<file path="src/rtl/if_fetch_ctrl.sv">
`default_nettype none
// ============================================================================
//  Module      : if_fetch_ctrl
//  Description : IF-stage fetch sequencer. Owns the program counter, issues
//                requests to instruction memory over a ready handshake with
//                variable latency, applies branch redirects and decode stalls,
//                and presents one instruction per accepted fetch at the IF/ID
//                boundary. A one-entry skid buffer absorbs the response that
//                can land while decode is stalled.
//
//  Ports       : clk            - single clock, rising edge
//                rst            - asynchronous reset, active low
//                branch         - redirect request (sampled every cycle)
//                pc_branch      - redirect target (bits [1:0] ignored)
//                stall          - decode cannot accept; hold IF/ID outputs
//                imem_ready     - memory returns imem_rdata this cycle
//                imem_rdata     - instruction word from memory
//                imem_req       - request outstanding
//                imem_addr      - request address (word aligned)
//                Instruction_F  - fetched instruction
//                PcPlus4_F      - address of that instruction + 4
//                valid_F        - Instruction_F / PcPlus4_F are live
//                flush_D        - one-cycle pulse killing the decode slot
//
//  Revision    : 1.0 - initial release
// ============================================================================
module if_fetch_ctrl #(
    parameter logic [31:0] RESET_PC = 32'h0000_0000
) (
    input  logic        clk,
    input  logic        rst,
    input  logic        branch,
    input  logic [31:0] pc_branch,
    input  logic        stall,
    input  logic        imem_ready,
    input  logic [31:0] imem_rdata,
    output logic        imem_req,
    output logic [31:0] imem_addr,
    output logic [31:0] Instruction_F,
    output logic [31:0] PcPlus4_F,
    output logic        valid_F,
    output logic        flush_D
);

    typedef enum logic [1:0] {
        ST_IDLE  = 2'd0,
        ST_FETCH = 2'd1,
        ST_FULL  = 2'd2
    } state_t;

    localparam logic [31:0] c_WORD_MASK = 32'hFFFF_FFFC;
    localparam logic [31:0] c_PC_STEP   = 32'd4;

    // Registered state
    state_t      r_state;
    logic [31:0] r_pc;
    logic        r_redir_pend;
    logic [31:0] r_redir_pc;
    logic        r_skid_v;
    logic [31:0] r_skid_instr;
    logic [31:0] r_skid_pc4;
    logic [31:0] r_instr;
    logic [31:0] r_pc4;
    logic        r_valid;
    logic        r_flush;

    // Next-state values
    state_t      w_state_nxt;
    logic [31:0] w_pc_nxt;
    logic        w_redir_pend_nxt;
    logic [31:0] w_redir_pc_nxt;
    logic        w_skid_v_nxt;
    logic [31:0] w_skid_instr_nxt;
    logic [31:0] w_skid_pc4_nxt;
    logic [31:0] w_instr_nxt;
    logic [31:0] w_pc4_nxt;
    logic        w_valid_nxt;
    logic        w_flush_nxt;

    logic [31:0] w_branch_tgt;
    logic [31:0] w_pc_plus4;

    assign w_branch_tgt = pc_branch & c_WORD_MASK;
    assign w_pc_plus4   = r_pc + c_PC_STEP;   // wraps modulo 2^32

    // The request is a pure function of the registered state, so it and the
    // address cannot move while a fetch is waiting for imem_ready.
    assign imem_req      = (r_state == ST_FETCH);
    assign imem_addr     = r_pc;
    assign Instruction_F = r_instr;
    assign PcPlus4_F     = r_pc4;
    assign valid_F       = r_valid;
    assign flush_D       = r_flush;

    // ------------------------------------------------------------------
    // State register
    // ------------------------------------------------------------------
    always_ff @(posedge clk or negedge rst) begin
        if (!rst) begin
            r_state      <= ST_IDLE;
            r_pc         <= RESET_PC;
            r_redir_pend <= 1'b0;
            r_redir_pc   <= 32'd0;
            r_skid_v     <= 1'b0;
            r_skid_instr <= 32'd0;
            r_skid_pc4   <= 32'd0;
            r_instr      <= 32'd0;
            r_pc4        <= 32'd0;
            r_valid      <= 1'b0;
            r_flush      <= 1'b0;
        end else begin
            r_state      <= w_state_nxt;
            r_pc         <= w_pc_nxt;
            r_redir_pend <= w_redir_pend_nxt;
            r_redir_pc   <= w_redir_pc_nxt;
            r_skid_v     <= w_skid_v_nxt;
            r_skid_instr <= w_skid_instr_nxt;
            r_skid_pc4   <= w_skid_pc4_nxt;
            r_instr      <= w_instr_nxt;
            r_pc4        <= w_pc4_nxt;
            r_valid      <= w_valid_nxt;
            r_flush      <= w_flush_nxt;
        end
    end

    // ------------------------------------------------------------------
    // Next-state and datapath logic
    // ------------------------------------------------------------------
    always_comb begin
        w_state_nxt      = r_state;
        w_pc_nxt         = r_pc;
        w_redir_pend_nxt = r_redir_pend;
        w_redir_pc_nxt   = r_redir_pc;
        w_skid_v_nxt     = r_skid_v;
        w_skid_instr_nxt = r_skid_instr;
        w_skid_pc4_nxt   = r_skid_pc4;
        w_instr_nxt      = r_instr;
        w_pc4_nxt        = r_pc4;
        w_valid_nxt      = r_valid;
        w_flush_nxt      = branch;

        // Decode consumes the current word; a bubble remains unless
        // something below loads a new one.
        if (!stall) begin
            w_valid_nxt = 1'b0;
        end

        case (r_state)
            ST_IDLE: begin
                w_state_nxt = ST_FETCH;
                if (branch) begin
                    w_pc_nxt = w_branch_tgt;
                end
            end

            ST_FETCH: begin
                if (imem_ready) begin
                    if (branch || r_redir_pend) begin
                        // Response belongs to the wrong path; drop it and
                        // restart at the newest target.
                        w_pc_nxt         = branch ? w_branch_tgt : r_redir_pc;
                        w_redir_pend_nxt = 1'b0;
                    end else begin
                        w_pc_nxt = w_pc_plus4;
                        if (!r_valid || !stall) begin
                            w_instr_nxt = imem_rdata;
                            w_pc4_nxt   = w_pc_plus4;
                            w_valid_nxt = 1'b1;
                        end else begin
                            w_skid_v_nxt     = 1'b1;
                            w_skid_instr_nxt = imem_rdata;
                            w_skid_pc4_nxt   = w_pc_plus4;
                            w_state_nxt      = ST_FULL;
                        end
                    end
                end else if (branch) begin
                    // Request cannot be withdrawn: remember the target and
                    // apply it when the in-flight response comes back.
                    w_redir_pend_nxt = 1'b1;
                    w_redir_pc_nxt   = w_branch_tgt;
                end
            end

            ST_FULL: begin
                if (branch) begin
                    w_pc_nxt    = w_branch_tgt;
                    w_state_nxt = ST_FETCH;
                end else if (!stall) begin
                    w_instr_nxt  = r_skid_instr;
                    w_pc4_nxt    = r_skid_pc4;
                    w_valid_nxt  = 1'b1;
                    w_skid_v_nxt = 1'b0;
                    w_state_nxt  = ST_FETCH;
                end
            end

            default: begin
                w_state_nxt = ST_IDLE;
            end
        endcase

        // A branch kills whatever sits at the outputs or in the skid.
        if (branch) begin
            w_valid_nxt  = 1'b0;
            w_skid_v_nxt = 1'b0;
        end
    end

endmodule
`default_nettype wire

</file>
<file path="config.mk">
export PLATFORM = sky130hd
export DESIGN_NAME = if_fetch_ctrl
export DESIGN_NICKNAME = d
export VERILOG_FILES = /design/src/rtl/if_fetch_ctrl.sv
export SDC_FILE = /design/constraint.sdc
export NUM_CORES = 1
export LEC_CHECK = 0
export BUFFER_PORTS_ARGS = -buffer_cell sky130_fd_sc_hd__buf_2
export CAP_MARGIN = 20
export CORE_ASPECT_RATIO = 1.5
export CORE_MARGIN = 2
export CORE_UTILIZATION = 50
export DETAILED_ROUTE_END_ITERATION = 6
export PLACE_DENSITY = 0.79
export SLEW_MARGIN = 20
export SYNTH_ARGS = -nofsm -noshare
export SYNTH_HDL_FRONTEND = slang
export SYNTH_SLANG_ARGS = --single-unit
</file>
<file path="constraint.sdc">
create_clock -name clk -period 2.6 [get_ports clk]
set_input_delay 0.52 -clock clk [delete_from_list [all_inputs] [get_ports clk]]
set_output_delay 0.52 -clock clk [all_outputs]
set_load 0.005 [all_outputs]
</file>
==> reports/results.tsv, run 1 <==
stage	metric	value	unit
cells_and_area	multi_input_area	4217	µm²
power	power_density	1107	nW/µm²
clock_network	cts_tree	yes	
cells_and_area	diodes	0	
synthesis	async_reset_ff_share	100.0	%
cells_and_area	fin_util	60.80	%
placed_design	place_ws	0.3103	ns
grt	grt_max_degree	75	
floorplanning	die_w	116.5	µm
worst_setup_path	ff2ff_setup_slack	0.27	ns
sta	final.period_utilization	89.76	%
sta	min_period	2.334	ns
clock_network	cts_root_buf	clkbuf_16	
synthesis	synth_edf_count	0	
sta	relSlewSlack	57.15	%
synthesis	syn_nets	1077	
floorplanning	io_pins	168	
synthesis	synthCells	1004	
sta	finClkSkew	0.008390	ns
worst_setup_path	reg2reg_from	imem_addr[3]$_DFFE_PN0P_	
power	swShare	37.92	%
power	clkPwrFrac	20.7	%
worst_setup_path	r2r_cells	6	
synthesis	synth-seq-cells	197	
route	vias	7929	
floorplanning	initial_core_util	51.21	%
clock_network	path_clk_slew	0.07	ns
grt	grt_use_total	24.30	%
route	first_pass_iters	5	
sta	rsz0062_at_grt	false	
sta	clock.fmax	0.4285	GHz
sta	hold_ws	0.1078	ns
clock_network	clk_latency	0.43	ns
sta	slew_violations	0	
cells_and_area	ff_latch_area	4930	µm²
floorplanning	die-area	20140	µm²
worst_setup_path	required	2.92	ns
min_path	hold_class	in -> async	
clock_network	htreeDepth	4	
synthesis	avgSynthCellArea	9.460	µm²
synthesis	yosysSeqAreaShare	51.90	%
cells_and_area	fin_nets	1225	
worst_setup_path	crit_type	reg -> reg	
worst_setup_path	crit_start	imem_addr[3]$_DFFE_PN0P_	
floorplanning	die_h	172.8	µm
run	drv_cap	0	
clock_network	cts_setup_buffers	0	
synthesis	syn_area	9498	µm²
power	p_leak	5.205	nW
power	p_int	7.748	mW
placed_design	port_buffers	165	
power	p_seq_share	42.5	%
placed_design	routabilityCongestion	0.8215	
sta	setup_tns	0	ns
placed_design	post-dp-hpwl	16790	µm
sta	worst_slack	0.2662	ns
power	totalPowerFinal	12.48	mW
floorplanning	num_rows	61	
clock_network	ctsHoldBuffers	0	
power	p_sw	4.734	mW
grt	overflow	0	
cells_and_area	synthToLayoutAreaGrowth	18.73	%
power	p_comb_share	36.8	%
worst_setup_path	cp.arrival	2.65	ns
worst_setup_path	worstSetupStartpointType	flop	
synthesis	yosysWarnings	0	
grt	grt_pass1_wl	38590	µm
grt	grt_pass1_vias	7671	
cells_and_area	drive_above_1_share	24.03	%
route	drtIter0Drc	587	
clock_network	numClockSinks	197	
floorplanning	core_area	18550	µm²
route	drc	0	
cells_and_area	n_fill_cell	1571	
synthesis	ys_types	61	
sta	setup_viol	0	
cells_and_area	final_cells	1417	
clock_network	cts_resized	0	
route	drt_wl_total	23800	µm
sta	tightest_slew	0.6428	ns
placed_design	place_inst	1385	
synthesis	synth_ff_type	dfrtp_1	
status	status	finished, final reports clean	
sta	hold_viol	0	
route	wl_per_cell	16.80	µm
route	drt-vias-per-instance	5.596	
route	drtAntennaViolNets	0	
clock_network	cts_buffers	17	
placed_design	place_area	10700	µm²
worst_setup_path	timing.rr.end	PcPlus4_F[16]$_DFFE_PN0P_	
grt	antenna_found_initial	0	
clock_network	cts.path.max_buffers	2	
worst_setup_path	end_kind	flop	
power	ir_worst_vdd	453.5	µV
worst_setup_path	critPathMaxFanout	6	
cells_and_area	final_cell_area	11280	µm²
## synthesized netlist by cell type, drive strengths merged, types with 3 or more instances
| master | number | area [µm²] |
|---|---|---|
| nand2 | 203 | 762.0 |
| dfrtp | 197 | 4930 |
| nor2 | 96 | 360.4 |
| a21oi | 89 | 445.4 |
| o21ai | 61 | 305.3 |
| clkbuf | 56 | 254.0 |
| mux2i | 50 | 500.5 |
| mux2 | 31 | 349.1 |
| nor3 | 24 | 120.1 |
| nand3 | 22 | 110.1 |
| nand4 | 18 | 148.9 |
| xnor2 | 17 | 148.9 |
| a211oi | 14 | 105.1 |
| buf | 14 | 71.31 |
| inv | 13 | 48.80 |
| xor2 | 10 | 87.58 |
| o211ai | 8 | 60.06 |
| and2 | 7 | 43.79 |
| and3 | 7 | 47.54 |
| o22ai | 7 | 43.79 |
| o221ai | 5 | 50.04 |
| ha | 4 | 50.05 |
| nand3b | 4 | 30.03 |
| nor4 | 4 | 70.07 |
| a222oi | 3 | 30.03 |
| a22o | 3 | 26.28 |
| a31oi | 3 | 18.77 |
| and4 | 3 | 27.53 |
| nand2b | 3 | 18.77 |
## layout by cell type, fill, tap and decap left out, types with 4 or more instances in the layout
cell type  netlist  routed
and2_1           7       7
nand3_1         22      21
xor2_1          10      10
nor2_1          96      95
o211ai_1         8       8
xnor2_1         17      17
clkbuf_16        0      17
dfrtp_1        197     197
and3_1           4       4
nand4_1         15      15
inv_1           13      13
a21oi_1         89      89
o221ai_1         4       4
mux2_2          31      31
mux2i_1         50      50
a211oi_1        14      14
buf_4            2      26
buf_2            3     164
buf_12           0       8
nand3b_1         4       4
nor3_1          24      24
o22ai_1          7       7
nand2_1        203     202
o21ai_0         60      60
## power groups by stage
stage,logic (mW),clock network [mW],registers [mW]
after floorplan,2.78,0,5.22
after global placement,4.44,0,5.26
after detailed placement,4.58,0,5.34
after CTS,4.61,2.63,5.28
after global routing,5.13,2.78,5.47
final,4.60,2.59,5.30
## per-layer routing
metal	up-vias	wire length, µm	track usage [%]
met5	-	0	0
met4	0	741	10.74
met3	51	1550	4.872
met2	320	11650	39.24
met1	3789	9861	31.50
li1	3769	-	-
## critical path, cell delays in order, from the launching register on
cell and delay [ns]:
dfrtp_1 0.42, ha_1 0.34, inv_1 0.15, or4_2 0.73, xor2_1 0.22, a21oi_1 0.10, mux2_2 0.27
## worst max-delay path by stage
stage	cells after the start	slack [ns]	to
floorplan	9	0.45	Instruction_F[0]$_DFFE_PN0P_
global placement	8	0.35	PcPlus4_F[26]$_DFFE_PN0P_
detailed placement	6	0.31	PcPlus4_F[16]$_DFFE_PN0P_
CTS	6	0.27	PcPlus4_F[16]$_DFFE_PN0P_
global route	8	0.08	PcPlus4_F[5]$_DFFE_PN0P_
finish	6	0.27	PcPlus4_F[16]$_DFFE_PN0P_
## area by class of cell
class | count | area share (%)
clock buffers | 20 | 4.050
clock inverters | 12 | 1.065
inverters | 13 | 0.4327
multi-input cells | 724 | 37.39
flip-flops and latches | 197 | 43.71
well taps | 252 | 2.796
repair buffers | 199 | 10.55
## cell families (layout without fill, tap and decap cells)
group / after synthesis / after routing / share of synthesized area, %
xor gates and xnor gates: 27 / 27 / 2.490
adders and majority gates: 4 / 4 / 0.5270
DFF: 197 / 197 / 51.90
buffers and inverters: 83 / 244 / 3.939
muxes: 81 / 81 / 8.945
and+or+nand+nor: 399 / 399 / 18.94
AOI/OAI and AO/OA: 213 / 213 / 13.25
## sequential cells by signal, indices dropped and copies added (netlist names)
register,cells
r_skid_pc4,32
Instruction_F,32
r_redir_pend,1
r_state,2
imem_addr,32
flush_D,1
valid_F,1
r_redir_pc,32
r_skid_instr,32
PcPlus4_F,32
Power figures use the tool's default switching activity.
==> run 2, diff against run 1 <==
- clock period: 2.6 -> 2.2 ns (I/O delays scaled with it)
==> run 2 against run 1 <==
Clock power is 29% higher. Register-to-register slack worse by 0.18 ns. Critical path depth is 2 higher. Critical endpoint is now PcPlus4_F[29]$_DFFE_PN0P_. Largest power group unchanged.
==> reports/results.tsv, run 2 (synthesized netlist as in run 1, its figures left out) <==
stage	metric	value	unit	change
power	p_leak	5.366	nW	was 5.205 nW
worst_setup_path	critPathMaxFanout	9		was 6
sta	rsz0062_at_grt	false		unchanged
worst_setup_path	worstSetupStartpointType	flop		unchanged
sta	tightest_slew	0.5539	ns	was 0.6428 ns
clock_network	path_clk_slew	0.08	ns	was 0.07 ns
cells_and_area	fin_nets	1250		was 1,225
grt	antenna_found_initial	0		unchanged
worst_setup_path	reg2reg_from	r_state[0]$_DFFE_PN0P_		was imem_addr[3]$_DFFE_PN0P_
route	first_pass_iters	7		was 5
clock_network	htreeDepth	4		unchanged
clock_network	cts_buffers	17		unchanged
cells_and_area	multi_input_area	4270	µm²	was 4217 µm²
power	ir_worst_vdd	545.1	µV	was 453.5 µV
placed_design	place_inst	1407		was 1,385
route	vias	8056		was 7,929
min_path	holdPathEnd	r_skid_instr[31]$_DFFE_PN0P_		
route	drtAntennaViolNets	0		unchanged
floorplanning	die-area	20140	µm²	unchanged
cells_and_area	final_cell_area	11580	µm²	was 11,280 µm²
floorplanning	die_h	172.8	µm	unchanged
sta	worst_slack	0.08917	ns	was 0.2662 ns
grt	grt_max_degree	79		was 75
floorplanning	core_area	18550	µm²	unchanged
floorplanning	initial_core_util	51.21	%	unchanged
worst_setup_path	timing.rr.end	PcPlus4_F[29]$_DFFE_PN0P_		was PcPlus4_F[16]$_DFFE_PN0P_
sta	finClkSkew	0.01802	ns	was 0.008390 ns
cells_and_area	fin_util	62.45	%	was 60.80%
route	drt-vias-per-instance	5.587		was 5.596
cells_and_area	drive_above_1_share	26.05	%	was 24.03%
clock_network	clk_latency	0.44	ns	was 0.43 ns
grt	grt_pass1_wl	39620	µm	was 38,590 µm
placed_design	port_buffers	165		unchanged
grt	grt_pass1_vias	8041		was 7,671
cells_and_area	final_cell_mix	nand2_1, dfrtp_1, buf_2, nor2_1, a21oi_1		unchanged
power	power_density	1325	nW/µm²	was 1107 nW/µm²
route	wl_per_cell	17.02	µm	was 16.80 µm
worst_setup_path	cp.arrival	2.43	ns	was 2.65 ns
worst_setup_path	end_kind	flop		unchanged
floorplanning	die_w	116.5	µm	unchanged
floorplanning	num_rows	61		unchanged
cells_and_area	n_fill_cell	1543		was 1,571
sta	slew_violations	0		unchanged
sta	final.period_utilization	95.95	%	was 89.76%
power	totalPowerFinal	15.35	mW	was 12.48 mW
sta	min_period	2.111	ns	was 2.334 ns
worst_setup_path	r2r_cells	8		was 6
cells_and_area	mostFrequentLayoutCell	nand2_1		unchanged
route	drt_wl_total	24540	µm	was 23,800 µm
clock_network	cts_root_buf	clkbuf_16		unchanged
cells_and_area	synthToLayoutAreaGrowth	21.95	%	was 18.73%
worst_setup_path	slowest_delay	0.46	ns	was 0.73 ns
sta	setup_viol	0		unchanged
sta	setup_tns	0	ns	unchanged
min_path	worstHoldPathCells	3		
route	drc	0		unchanged
worst_setup_path	required	2.52	ns	was 2.92 ns
worst_setup_path	crit_start	r_state[0]$_DFFE_PN0P_		was imem_addr[3]$_DFFE_PN0P_
worst_setup_path	crit_type	reg -> reg		unchanged
status	status	finished, final reports clean		unchanged
clock_network	cts.path.max_buffers	2		unchanged
clock_network	numClockSinks	197		unchanged
sta	clock.fmax	0.4737	GHz	was 0.4285 GHz
min_path	hold_class	in -> reg		was in -> async
placed_design	routabilityCongestion	0.8476		was 0.8215
grt	grt_use_total	24.72	%	was 24.30%
sta	hold_viol	0		unchanged
worst_setup_path	path_cells	inv_1 -> ha_4 -> nand2b_1 -> a211o_4 -> buf_4 -> nand2_1 -> o21ai_0 -> a222oi_1		was ha_1 -> inv_1 -> or4_2 -> xor2_1 -> a21oi_1 -> mux2_2
run	drv_cap	0		unchanged
route	drtIter0Drc	613		was 587
placed_design	place_ws	0.03519	ns	was 0.3103 ns
worst_setup_path	ff2ff_setup_slack	0.09	ns	was 0.27 ns
cells_and_area	final_cells	1442		was 1,417
cells_and_area	diodes	0		unchanged
placed_design	post-dp-hpwl	16970	µm	was 16,790 µm
sta	relSlewSlack	62.79	%	was 57.15%
sta	hold_ws	0.2101	ns	was 0.1078 ns
min_path	min_from	imem_rdata[31]		
clock_network	cts_tree	yes		unchanged
floorplanning	io_pins	168		unchanged
worst_setup_path	crit_slowest_cell	dfrtp_2		was or4_2
cells_and_area	ff_latch_area	4932	µm²	was 4930 µm²
placed_design	place_area	10870	µm²	was 10,700 µm²
grt	overflow	0		unchanged
run 2: layout make-up:
class / instances / area share (%)
clock buffer: 19 / 3.911
clock inverter: 13 / 1.642
inverter: 13 / 0.4213
multi-input combinational: 725 / 36.87
sequential: 197 / 42.58
tap: 252 / 2.722
timing repair buffer: 223 / 11.85
run 2: power by group:
group          internal (mW)  total, mW  switching (mW)
registers               5.12       6.14            1.03
logic                   2.60       5.85            3.25
clock network           1.90       3.35            1.46
total                   9.61       15.3            5.74
run 2: timing repair:
action | CTS | global route
endpoints found under the hold margin | 38 | 0
hold buffers | 1 | 0
setup endpoints to repair | 0 | 48
resized for setup | 0 | 10
buffers inserted | 0 | 1
run 2: how the worst max path moves through the flow:
stage | end | slack, ns | cells past startpoint
after floorplan | Instruction_F[0]$_DFFE_PN0P_ | 0.05 | 9
after global placement | Instruction_F[0]$_DFFE_PN0P_ | 0.13 | 8
after detailed placement | Instruction_F[2]$_DFFE_PN0P_ | 0.04 | 8
after CTS | Instruction_F[2]$_DFFE_PN0P_ | 0.006 | 8
after global routing | PcPlus4_F[29]$_DFFE_PN0P_ | 0.009 | 8
final | PcPlus4_F[29]$_DFFE_PN0P_ | 0.09 | 8
run 2: metal layers:
layer / track usage (%) / vias up / part of all wire [%]
met3: 5.538 / 44 / 6.2
met1: 31.77 / 3876 / 41
li1: - / 3839 / -
met4: 9.461 / 0 / 2.7
met2: 40.50 / 297 / 50
met5: 0 / - / 0
run 2: critical path: cells and delay by family, from the launching register on:
kind / cells / cell delay (ns)
AO/OA/AOI/OAI: 3 / 0.83
adder cells (fa/ha/maj): 1 / 0.21
buffers and inverters: 2 / 0.34
flip-flops: 1 / 0.46
AND/OR/NAND/NOR: 2 / 0.14
